==> src/rtl/q_nt_pkg.sv <==
// Shared types for the neighbour table and other Q-value selection blocks.
package q_nt_pkg;
  localparam int WORD_WIDTH = 16;

  typedef enum logic [1:0] {IDLE, SCAN, DONE} nt_state_t;

  typedef struct packed {
    logic                  valid;
    logic [WORD_WIDTH-1:0] id;
    logic [WORD_WIDTH-1:0] hops;
    logic [WORD_WIDTH-1:0] qvalue;
    logic [WORD_WIDTH-1:0] energy;
    logic [WORD_WIDTH-1:0] chhops;
  } nt_entry_t;
endpackage

==> src/rtl/nt_best_cmp.sv <==
// Better-than test on (qvalue, hops): higher Q wins, equal Q falls back to fewer hops.
module nt_best_cmp #(
  parameter int W = 16
) (
  input  logic [W-1:0] cand_q,
  input  logic [W-1:0] cand_hops,
  input  logic [W-1:0] ref_q,
  input  logic [W-1:0] ref_hops,
  output logic         better
);
  assign better = (cand_q > ref_q) || ((cand_q == ref_q) && (cand_hops < ref_hops));
endmodule

==> src/rtl/q_neighbor_table.sv <==
// Neighbour table with in-place update by ID and a one-entry-per-cycle best-hop scan.
// Optional macro NT_AGING_EN: hb_reset ages entries instead of clearing the table.
module q_neighbor_table
  import q_nt_pkg::*;
#(
  parameter int WORD_WIDTH = 16,
  parameter int DEPTH      = 16,
  parameter int IDX_W      = $clog2(DEPTH),
  parameter int AGE_LIMIT  = 3
) (
  input  logic                  clk,
  input  logic                  nrst,
  input  logic                  wr_en,
  output logic                  wr_ready,
  input  logic [WORD_WIDTH-1:0] wr_id,
  input  logic [WORD_WIDTH-1:0] wr_hops,
  input  logic [WORD_WIDTH-1:0] wr_qvalue,
  input  logic [WORD_WIDTH-1:0] wr_energy,
  input  logic [WORD_WIDTH-1:0] wr_chhops,
  output logic                  wr_drop,
  input  logic                  hb_reset,
  input  logic                  srch_start,
  output logic                  busy,
  output logic                  srch_done,
  output logic                  best_valid,
  output logic [WORD_WIDTH-1:0] best_id,
  output logic [WORD_WIDTH-1:0] best_qvalue,
  output logic [WORD_WIDTH-1:0] best_hops,
  output logic [IDX_W-1:0]      best_idx,
  input  logic [IDX_W-1:0]      rd_idx,
  output logic                  rd_valid,
  output logic [WORD_WIDTH-1:0] rd_id,
  output logic [WORD_WIDTH-1:0] rd_hops,
  output logic [WORD_WIDTH-1:0] rd_qvalue,
  output logic [WORD_WIDTH-1:0] rd_energy,
  output logic [WORD_WIDTH-1:0] rd_chhops,
  output logic [IDX_W:0]        count
);
  // Same layout as nt_entry_t, sized by this instance's WORD_WIDTH.
  typedef struct packed {
    logic                  valid;
    logic [WORD_WIDTH-1:0] id;
    logic [WORD_WIDTH-1:0] hops;
    logic [WORD_WIDTH-1:0] qvalue;
    logic [WORD_WIDTH-1:0] energy;
    logic [WORD_WIDTH-1:0] chhops;
  } row_t;

  localparam logic [IDX_W-1:0] LAST = IDX_W'(DEPTH - 1);

  row_t             tbl [DEPTH];
  row_t             wr_row, rd_row;
  nt_state_t        state, state_nxt;
  logic [IDX_W-1:0] idx, hit_idx, free_idx, wr_idx, run_idx;
  logic             any_hit, any_free, wr_acc, wr_do, take, cmp_better;
  logic             run_valid;
  logic [WORD_WIDTH-1:0] run_id, run_q, run_hops;
  wire              unused_age = (AGE_LIMIT != 0);

  assign wr_ready  = (state == IDLE);
  assign busy      = !wr_ready;
  assign srch_done = (state == DONE);
  assign wr_acc    = wr_en && wr_ready && !hb_reset;
  assign wr_do     = wr_acc && (any_hit || any_free);
  assign wr_idx    = any_hit ? hit_idx : free_idx;
  assign wr_row    = '{valid: 1'b1, id: wr_id, hops: wr_hops, qvalue: wr_qvalue,
                       energy: wr_energy, chhops: wr_chhops};

  // Descending walk leaves the lowest free index in free_idx.
  always_comb begin
    any_hit  = 1'b0;
    any_free = 1'b0;
    hit_idx  = '0;
    free_idx = '0;
    count    = '0;
    for (int i = DEPTH - 1; i >= 0; i--) begin
      if (tbl[i].valid && tbl[i].id == wr_id) begin
        any_hit = 1'b1;
        hit_idx = IDX_W'(i);
      end
      if (!tbl[i].valid) begin
        any_free = 1'b1;
        free_idx = IDX_W'(i);
      end
      count = count + {{IDX_W{1'b0}}, tbl[i].valid};
    end
  end

`ifdef NT_AGING_EN
  logic [1:0] age [DEPTH];
`endif

  always_ff @(posedge clk or negedge nrst) begin
    if (!nrst) begin
      for (int i = 0; i < DEPTH; i++) begin
        tbl[i] <= '0;
`ifdef NT_AGING_EN
        age[i] <= '0;
`endif
      end
    end else if (hb_reset) begin
      for (int i = 0; i < DEPTH; i++) begin
`ifdef NT_AGING_EN
        if (tbl[i].valid) begin
          if (int'(age[i]) + 1 >= AGE_LIMIT) begin
            tbl[i].valid <= 1'b0;
            age[i]       <= '0;
          end else begin
            age[i] <= age[i] + 2'd1;
          end
        end
`else
        tbl[i].valid <= 1'b0;
`endif
      end
    end else if (wr_do) begin
      tbl[wr_idx] <= wr_row;
`ifdef NT_AGING_EN
      age[wr_idx] <= '0;
`endif
    end
  end

  always_ff @(posedge clk or negedge nrst) begin
    if (!nrst) wr_drop <= 1'b0;
    else       wr_drop <= wr_acc && !any_hit && !any_free;
  end

  always_comb begin
    state_nxt = state;
    case (state)
      IDLE:    if (srch_start) state_nxt = SCAN;
      SCAN:    if (hb_reset || idx == LAST) state_nxt = DONE;
      DONE:    state_nxt = IDLE;
      default: state_nxt = IDLE;
    endcase
  end

  nt_best_cmp #(.W(WORD_WIDTH)) u_cmp (
    .cand_q   (tbl[idx].qvalue),
    .cand_hops(tbl[idx].hops),
    .ref_q    (run_q),
    .ref_hops (run_hops),
    .better   (cmp_better)
  );

  // Strictly-better only, so full ties stay with the earlier (lower) index.
  assign take = tbl[idx].valid && (!run_valid || cmp_better);

  always_ff @(posedge clk or negedge nrst) begin
    if (!nrst) begin
      state       <= IDLE;
      idx         <= '0;
      run_valid   <= 1'b0;
      run_id      <= '0;
      run_q       <= '0;
      run_hops    <= '0;
      run_idx     <= '0;
      best_valid  <= 1'b0;
      best_id     <= '0;
      best_qvalue <= '0;
      best_hops   <= '0;
      best_idx    <= '0;
    end else begin
      state <= state_nxt;
      if (state == IDLE && srch_start) begin
        idx       <= '0;
        run_valid <= 1'b0;
        run_id    <= '0;
        run_q     <= '0;
        run_hops  <= '0;
        run_idx   <= '0;
      end else if (state == SCAN) begin
        if (hb_reset) begin
          best_valid  <= 1'b0;
          best_id     <= '0;
          best_qvalue <= '0;
          best_hops   <= '0;
          best_idx    <= '0;
        end else begin
          idx <= idx + 1'b1;
          if (take) begin
            run_valid <= 1'b1;
            run_id    <= tbl[idx].id;
            run_q     <= tbl[idx].qvalue;
            run_hops  <= tbl[idx].hops;
            run_idx   <= idx;
          end
          if (idx == LAST) begin
            best_valid  <= take || run_valid;
            best_id     <= take ? tbl[idx].id     : run_id;
            best_qvalue <= take ? tbl[idx].qvalue : run_q;
            best_hops   <= take ? tbl[idx].hops   : run_hops;
            best_idx    <= take ? idx             : run_idx;
          end
        end
      end
    end
  end

  always_ff @(posedge clk or negedge nrst) begin
    if (!nrst) rd_row <= '0;
    else       rd_row <= tbl[rd_idx].valid ? tbl[rd_idx] : '0;
  end

  assign rd_valid  = rd_row.valid;
  assign rd_id     = rd_row.id;
  assign rd_hops   = rd_row.hops;
  assign rd_qvalue = rd_row.qvalue;
  assign rd_energy = rd_row.energy;
  assign rd_chhops = rd_row.chhops;
endmodule

==> config.mk <==
export PLATFORM = sky130hd
export DESIGN_NAME = q_neighbor_table
export DESIGN_NICKNAME = d
export VERILOG_FILES = /design/src/rtl/q_nt_pkg.sv /design/src/rtl/nt_best_cmp.sv /design/src/rtl/q_neighbor_table.sv
export SDC_FILE = /design/constraint.sdc
export NUM_CORES = 2
export LEC_CHECK = 0
export CELL_PAD_IN_SITES_DETAIL_PLACEMENT = 1
export CELL_PAD_IN_SITES_GLOBAL_PLACEMENT = 2
export CORE_UTILIZATION = 46
export CTS_CLUSTER_DIAMETER = 40
export DETAILED_ROUTE_END_ITERATION = 7
export GPL_ROUTABILITY_DRIVEN = 0
export GPL_TIMING_DRIVEN = 0
export PLACE_DENSITY_LB_ADDON = 0.3
export SYNTH_ARGS = -nofsm -noshare
export SYNTH_HDL_FRONTEND = slang
export SYNTH_HIERARCHICAL = 1
export SYNTH_SLANG_ARGS = --single-unit
==> constraint.sdc <==
create_clock -name clk -period 6.9 [get_ports clk]
set_clock_uncertainty 0.2 [all_clocks]
set_input_delay 1.38 -clock clk [delete_from_list [all_inputs] [get_ports clk]]
set_output_delay 1.38 -clock clk [all_outputs]
set_load 0.1 [all_outputs]
# --- Word level (Yosys, flattened, before mapping) ---
# Index checks and enable logic that the tools add are counted.
op_classes:
  reduce_logical: 45
  n_div: 0
  n_mul: 0
  muxes: 128
  addsub: 16
  bitwise: 5
  order_cmp: 6
  n_shift: 0
  eq_ne: 23
ops:
  columns: ["op", "n"]
  rows:
  - ["1296-bit bitwise mux", 1]
  - ["1296-bit 2-to-1 mux", 1]
  - ["81-bit binary-select mux with 4-bit select", 2]
  - ["81-bit 2-to-1 mux", 6]
  - ["81-bit demux with 4-bit select", 1]
  - ["16-bit 2-to-1 mux", 18]
  - ["16-bit == test", 17]
  - ["4-bit 2-to-1 mux", 42]
  - ["5-bit by 1-bit adder with 5-bit output", 11]
  - ["1-bit 2-to-1 mux", 54]
  - ["1-bit logical AND", 25]
  - ["16-bit greater-than comparator", 1]
  - ["16-bit < comparator", 1]
  - ["5-bit >= comparator (second input constant)", 3]
  - ["4-bit NOT with 5-bit output", 3]
  - ["2-bit nonzero test", 4]
  - ["2-bit AND reduction", 3]
  - ["3-bit AND reduction", 2]
  - ["4-bit by 1-bit adder with 5-bit output", 1]
  - ["1-bit logical NOT", 5]
  - ["1-bit logical OR", 5]
  - ["5-bit by 1-bit < comparator with 1-bit output (second input constant)", 1]
  - ["3-bit by 1-bit adder with 4-bit output", 1]
  - ["4-bit by 1-bit adder with 4-bit output (second input constant)", 1]
  - ["11 further kinds", 14]
totals:
  out_inout_bits: 143
  latchBits: 0
  memories: 0
  romBits: 0
  elab_cells: 338
  inputBits: 89
  ramBits: 0
  ff_bits: 1490

# --- Logic depth before layout (Yosys ltp) ---
depth:
  depth_word: 27
  mapped_depth: 18
  depth_no_buf: 14

# --- Cells and area by module ---
# Netlist, hierarchy kept.
by_module_without_submodules:
  columns: ["module", "area_each_um2", "cells_each", "instances", "seq_area_each_um2"]
  rows:
  - ["q_neighbor_table", 75645.0, 4914, 1, 37285.8]
  - ["nt_best_cmp", 788.3, 110, 1, 0.0]

# --- Worst setup path before layout ---
# OpenSTA, ideal clock, no wires.
synth_timing:
  path_type: "register to output"
  startpoint: "reg tbl[485] (netlist name)"
  endpoint: "out count[2]"
  path_stages_with_launch: 12
  slack_ps: 533
  arrival_time_ps: 4787
  cell_sequence: "dfrtp_1 -> clkbuf_1 -> inv_1 -> fa_1 -> fa_1 -> fa_1 -> fa_1 -> inv_1 -> ha_1 -> inv_1 -> fa_1 -> xnor2_1"
synth_via:
  elab_chain_len: 11
synth_lines:
  columns: ["item", "line", "source"]
  rows:
  - ["start: declaration", "q_neighbor_table.sv:51", "row_t tbl [DEPTH];"]
  - ["start signal: indexed assignment", "q_neighbor_table.sv:117", "tbl[wr_idx] <= wr_row;"]
  - ["5-bit by 1-bit adder with 5-bit output (11 in series)", "q_neighbor_table.sv:85", "count = count + {{IDX_W{1'b0}}, tbl[i].valid};"]
  - ["end: declaration", "q_neighbor_table.sv:37", "output logic [IDX_W:0] count"]
# No other way between the ends.

# --- Worst setup path after layout ---
layout_timing:
  startpoint: "reg idx[1]"
  endpoint: "reg run_hops[2]"
layout_via:
  elab_chain_len: 13
layout_lines:
  columns: ["item", "line", "source"]
  rows:
  - ["start: declaration", "q_neighbor_table.sv:54", "logic [IDX_W-1:0] idx, hit_idx, free_idx, wr_idx, run_idx;"]
  - ["start signal: assignment", "q_neighbor_table.sv:181", "idx <= idx + 1'b1;"]
  - ["4-bit NOT with 5-bit output (implied by the code) *", "q_neighbor_table.sv:140, q_neighbor_table.sv:141", null]
  - ["81-bit binary-select mux with 4-bit select *", "q_neighbor_table.sv:140, q_neighbor_table.sv:141", null]
  - ["81-bit 2-to-1 mux (implied by the code) * (2 in series)", "q_neighbor_table.sv:141", ".cand_hops(tbl[idx].hops),"]
  - ["16-bit < comparator / 16-bit == test (equally long branches)", "nt_best_cmp.sv:11", "assign better = (cand_q > ref_q) || ((cand_q == ref_q) && (cand_hops < ref_hops));"]
  - ["1-bit logical AND", "nt_best_cmp.sv:11", null]
  - ["1-bit logical OR *", "nt_best_cmp.sv:11", null]
  - ["named net cmp_better", "q_neighbor_table.sv:55", "logic any_hit, any_free, wr_acc, wr_do, take, cmp_better;"]
  - ["1-bit logical OR *", "q_neighbor_table.sv:148", "assign take = tbl[idx].valid && (!run_valid || cmp_better);"]
  - ["1-bit logical AND *", "q_neighbor_table.sv:148", null]
  - ["16-bit 2-to-1 mux *", "q_neighbor_table.sv:182", "if (take) begin"]
  - ["16-bit 2-to-1 mux *", "q_neighbor_table.sv:174", "if (hb_reset) begin"]
  - ["16-bit 2-to-1 mux *", "q_neighbor_table.sv:173", "end else if (state == SCAN) begin"]
  - ["16-bit 2-to-1 mux *", "q_neighbor_table.sv:166", "if (state == IDLE && srch_start) begin"]
  - ["end signal: assignment", "q_neighbor_table.sv:186", "run_hops <= tbl[idx].hops;"]
  - ["end: declaration", "q_neighbor_table.sv:57", "logic [WORD_WIDTH-1:0] run_id, run_q, run_hops;"]
# The timed path passes the listed nets; every way through them passes the cells marked *. The select of a mux whose other input is x is not followed.
# A chain may end at the register's enable or synchronous reset.

==> reports/qor.txt <==
STATUS
--------------------------------------------------------------------------------------------------------
Result of the run                                                                           complete, but fails checks
Violations in the final reports                                                             design-rule violations, max-capacitance violations, max-slew violations

CLOCK NETWORK
--------------------------------------------------------------------------------------------------------
Clock root cell                                                                             sky130_fd_sc_hd__clkbuf_16
Number of buffers created by CTS                                                                     234
Total number of clock tree sinks                                                                    1490
Latest clock arrival within the worst-skew pair                                                  0.89 ns
H-tree levels                                                                                          4
Post-CTS clock slew at the launch and capture registers of the worst setup and hold paths        0.06 ns
Bufs on Longest Clock Path                                                                             3
TritonCTS clock tree                                                                               built

ROUTE
--------------------------------------------------------------------------------------------------------
Vias after detailed routing                                                                        49800
Remaining design rule violation count                                                                 80
Final ANT Viol Nets                                                                                    0
TritonRoute pass-1 iters                                                                               7
Detailed Route Iter0 Violations                                                                     4555
Aggregate routed wire length                                                                      266 mm
Routed length per instance                                                                       33.7 um
Via density per instance                                                                            6.32

PLACED DESIGN
--------------------------------------------------------------------------------------------------------
Number of buffers added on ports                                                                     210
Worst setup slack before clock tree synthesis                                                   -1.47 ns
Count of placed standard cells including taps                                                       7439
Post-detailed-placement half-perimeter wirelength                                                 187 mm

LOGIC SYNTHESIS
--------------------------------------------------------------------------------------------------------
Number of distinct library cells after synthesis                                                      70
Post-synth EDFFs                                                                                       0
Synthesized area per cell                                                                      15.2 um^2
Library cell occupying the most area in the post-synthesis netlist                          sky130_fd_sc_hd__dfrtp_1
Synth warnings                                                                                         6
Post-synthesis sequential area ratio                                                               48.8%
Nets in the synthesized netlist                                                                     5162
Share of Yosys cell area claimed by the top area cell type                                         48.8%
Number of synthesized register bits                                                                 1490
Cell count after synthesis                                                                          5024
Mapped Area                                                                                   76400 um^2
Most instantiated flip-flop cell in the synthesis netlist                                   sky130_fd_sc_hd__dfrtp_1
Proportion of synthesized flip-flops having asynchronous set or reset                               100%
Largest cells by area after synthesis                                                       sky130_fd_sc_hd__dfrtp_1, sky130_fd_sc_hd__mux4_2, sky130_fd_sc_hd__mux2_2

LAYOUT
--------------------------------------------------------------------------------------------------------
Share of layout cells above drive strength 1                                                       42.7%
Filler-free cell count of the finished design                                                       7888
Layout Nets                                                                                         5624
Layout Area Growth over Synthesis                                                                  17.9%
Fill cell total of the finished layout                                                             15300
Commonest cells after routing, fill and taps aside                                          sky130_fd_sc_hd__dfrtp_1, sky130_fd_sc_hd__mux2_2, sky130_fd_sc_hd__mux4_2
Most common cell after layout, fill and taps aside                                          sky130_fd_sc_hd__dfrtp_1

PWR
--------------------------------------------------------------------------------------------------------
Maximum ir drop on the vdd rail                                                                   343 uV
Total power divided by cell area                                                             310 nW/um^2
Static Leakage                                                                                   40.5 nW

WORST SETUP PATH
--------------------------------------------------------------------------------------------------------
Worst stage delay on the critical path                                                           0.77 ns
Worst EP required                                                                                7.43 ns
Type of the worst setup path                                                                     reg2reg
Endpoint class of the critical path                                                             register
CP cell instances                                                                           clkbuf_1 -> clkbuf_1 -> clkbuf_1 -> mux4_2 -> mux4_2 -> ha_1 -> nand4_2 -> or4_1 -> o31a_1 -> nand2b_1 -> nand2b_1 -> clkbuf_2 -> clkdlybuf4s15_2 -> mux2i_1 -> o21ai_0
Critical path's most frequent cell                                                          sky130_fd_sc_hd__clkbuf_1
Critical Path Source Type                                                                       register
Highest net fanout along the worst path                                                               10
Slowest cell on crit path                                                                   sky130_fd_sc_hd__clkbuf_1
Arrival @ worst endpoint                                                                         7.36 ns

STA
--------------------------------------------------------------------------------------------------------
Setup-failing EPs final                                                                                0
Maximum clock rate                                                                               146 MHz
Period utilization                                                                                 99.0%
Unrepaired setup endpoints after global routing                                                      yes
Count of endpoints failing hold in the final timing report                                             0
Worst max-slew margin expressed relative to the limit                                             -1.20%
Crit path setup slack, layout                                                                  0.0691 ns
Transition time of the tightest slew-check pin                                                   1.51 ns
Setup_tns                                                                                           0 ns
Max Slew Vio Count                                                                                    10
Hold Slack                                                                                      0.216 ns
Final period demand of the worst path                                                            6.83 ns

FLOORPLANNING
--------------------------------------------------------------------------------------------------------
Core Rows                                                                                            149
Placeable core region                                                                        165000 um^2
Die Y-Extent                                                                                      410 um
Width of the die                                                                                  410 um
Initial core utilization                                                                           46.3%
Die area                                                                                     168000 um^2
IO Count                                                                                             232

GLOBAL ROUTING
--------------------------------------------------------------------------------------------------------
GR Overflow Total                                                                                      0
Number of global-route vias before repair                                                          53700
Maximum number of pins on one net before global-route repair                                         190
First-pass GRT wire length                                                                        390 mm
Tot GR Track Use                                                                                   32.2%
Number of antenna violations at the first check in global routing                                     20

FLOW RUN
--------------------------------------------------------------------------------------------------------
Count of max-cap constraint violations                                                                 2

MIN PATH
--------------------------------------------------------------------------------------------------------
Classification of the worst-slack hold path                                                     in2async

## cell type report
cell class,instances,area (um^2),area share (%)
antenna,10,25.0,0.0278
clock inverter,154,2010,2.23
clock buffer,285,6330,7.02
buffer,450,2270,2.51
sequential,1490,37300,41.4
tap,2189,2740,3.04
inverter,63,236,0.262
multi-input combinational,3020,36700,40.8
timing repair buffer,227,2510,2.78
## per-stage QoR
stage	utilization [%]	cell area [um^2]	total power (W)
after CTS	54.6	90100	0.0280
final	54.6	90100	0.0280
after floorplan	-	76400	0.0132
after global routing	54.6	90100	0.0288
after detailed placement	49.5	81700	0.0156
after global placement	49.3	81300	0.0155
## flip-flops by register name (all words and copies together) (netlist names), 4 cells and up
register	flops
rd_id	16
run_q	16
best_hops	16
run_id	16
rd_energy	16
best_qvalue	16
best_id	16
best_idx	4
idx	4
tbl	1296
rd_hops	16
rd_chhops	16
run_idx	4
run_hops	16
rd_qvalue	16
## metal layers
layer	vias to the layer above	share of wire, %	GRT usage [%]
met5	-	0.026	0
li1	20000	-	-
met2	2121	47	49.6
met1	27000	41	44.0
met4	12	4.9	14.6
met3	672	7.5	6.93
## power by group
group	total, W	switching [W]	internal (W)
logic	0.00576	0.00348	0.00228
registers	0.00987	0.000498	0.00937
clock network	0.0123	0.00469	0.00766
total	0.0280	0.00867	0.0193
## worst max-delay path: cells and delay by family, from the launching register on
kind                       cells  cell delay (ns)
buffers and inverters          5             2.60
and+or+nand+nor                4             1.16
muxes                          3             1.46
AOI/OAI and AO/OA              2             0.48
DFF                            1             0.35
adders and majority gates      1             0.38
## synthesized netlist by cell type, drive strengths merged (4+ instances only)
library cell and number:
nand2b 10, dfrtp 1490, nor2 34, xor2 83
nor4b 5, a21o 16, clkbuf 227, a21oi 20
and4 10, or2 9, nand2 140, mux2i 53
mux4 646, ha 39, nor3b 8, nand4b 6
nor2b 89, a22o 4, inv 63, and3 7
buf 224, mux2 1282, fa 10, or4 13
nor4 28, nand4 81, o211ai 6, o22ai 8
xnor2 178, nand3 37, and2 6, nor3 16
o21ai 124, a211o 4, a211oi 16, or4b 6
## kinds of logic after synthesis
logic type / Yosys count / share of synthesized area (%)
xor+xnor: 261 / 2.99
simple gates: 510 / 3.69
compound gates: 219 / 1.84
mux: 1981 / 38.6
fa+ha+maj: 49 / 0.900
flops: 1490 / 48.8
buf+inv: 514 / 3.18
## final timing paths
kind                               from             to  slack (ns)  cells past startpoint
max                              idx[1]    run_hops[2]        0.07                     15
min                                nrst       rd_id[4]        0.22                      1
max reg2reg                      idx[1]    run_hops[2]        0.07                     15
min reg2reg                best_hops[8]   best_hops[8]        0.27                      2
max in group asynchronous          nrst  rd_energy[14]        3.08                      5
min in group clk           best_hops[8]   best_hops[8]        0.27                      2
## timing repair
item,4_1_cts,5_1_grt
pin swaps,0,0
gates cloned,0,0
hold endpoints to repair,0,0
setup buffers,0,0
hold buffers,0,0
setup endpoints to repair,109,96
resized for setup,45,36
No activity file was read; power rests on OpenSTA's default activity.
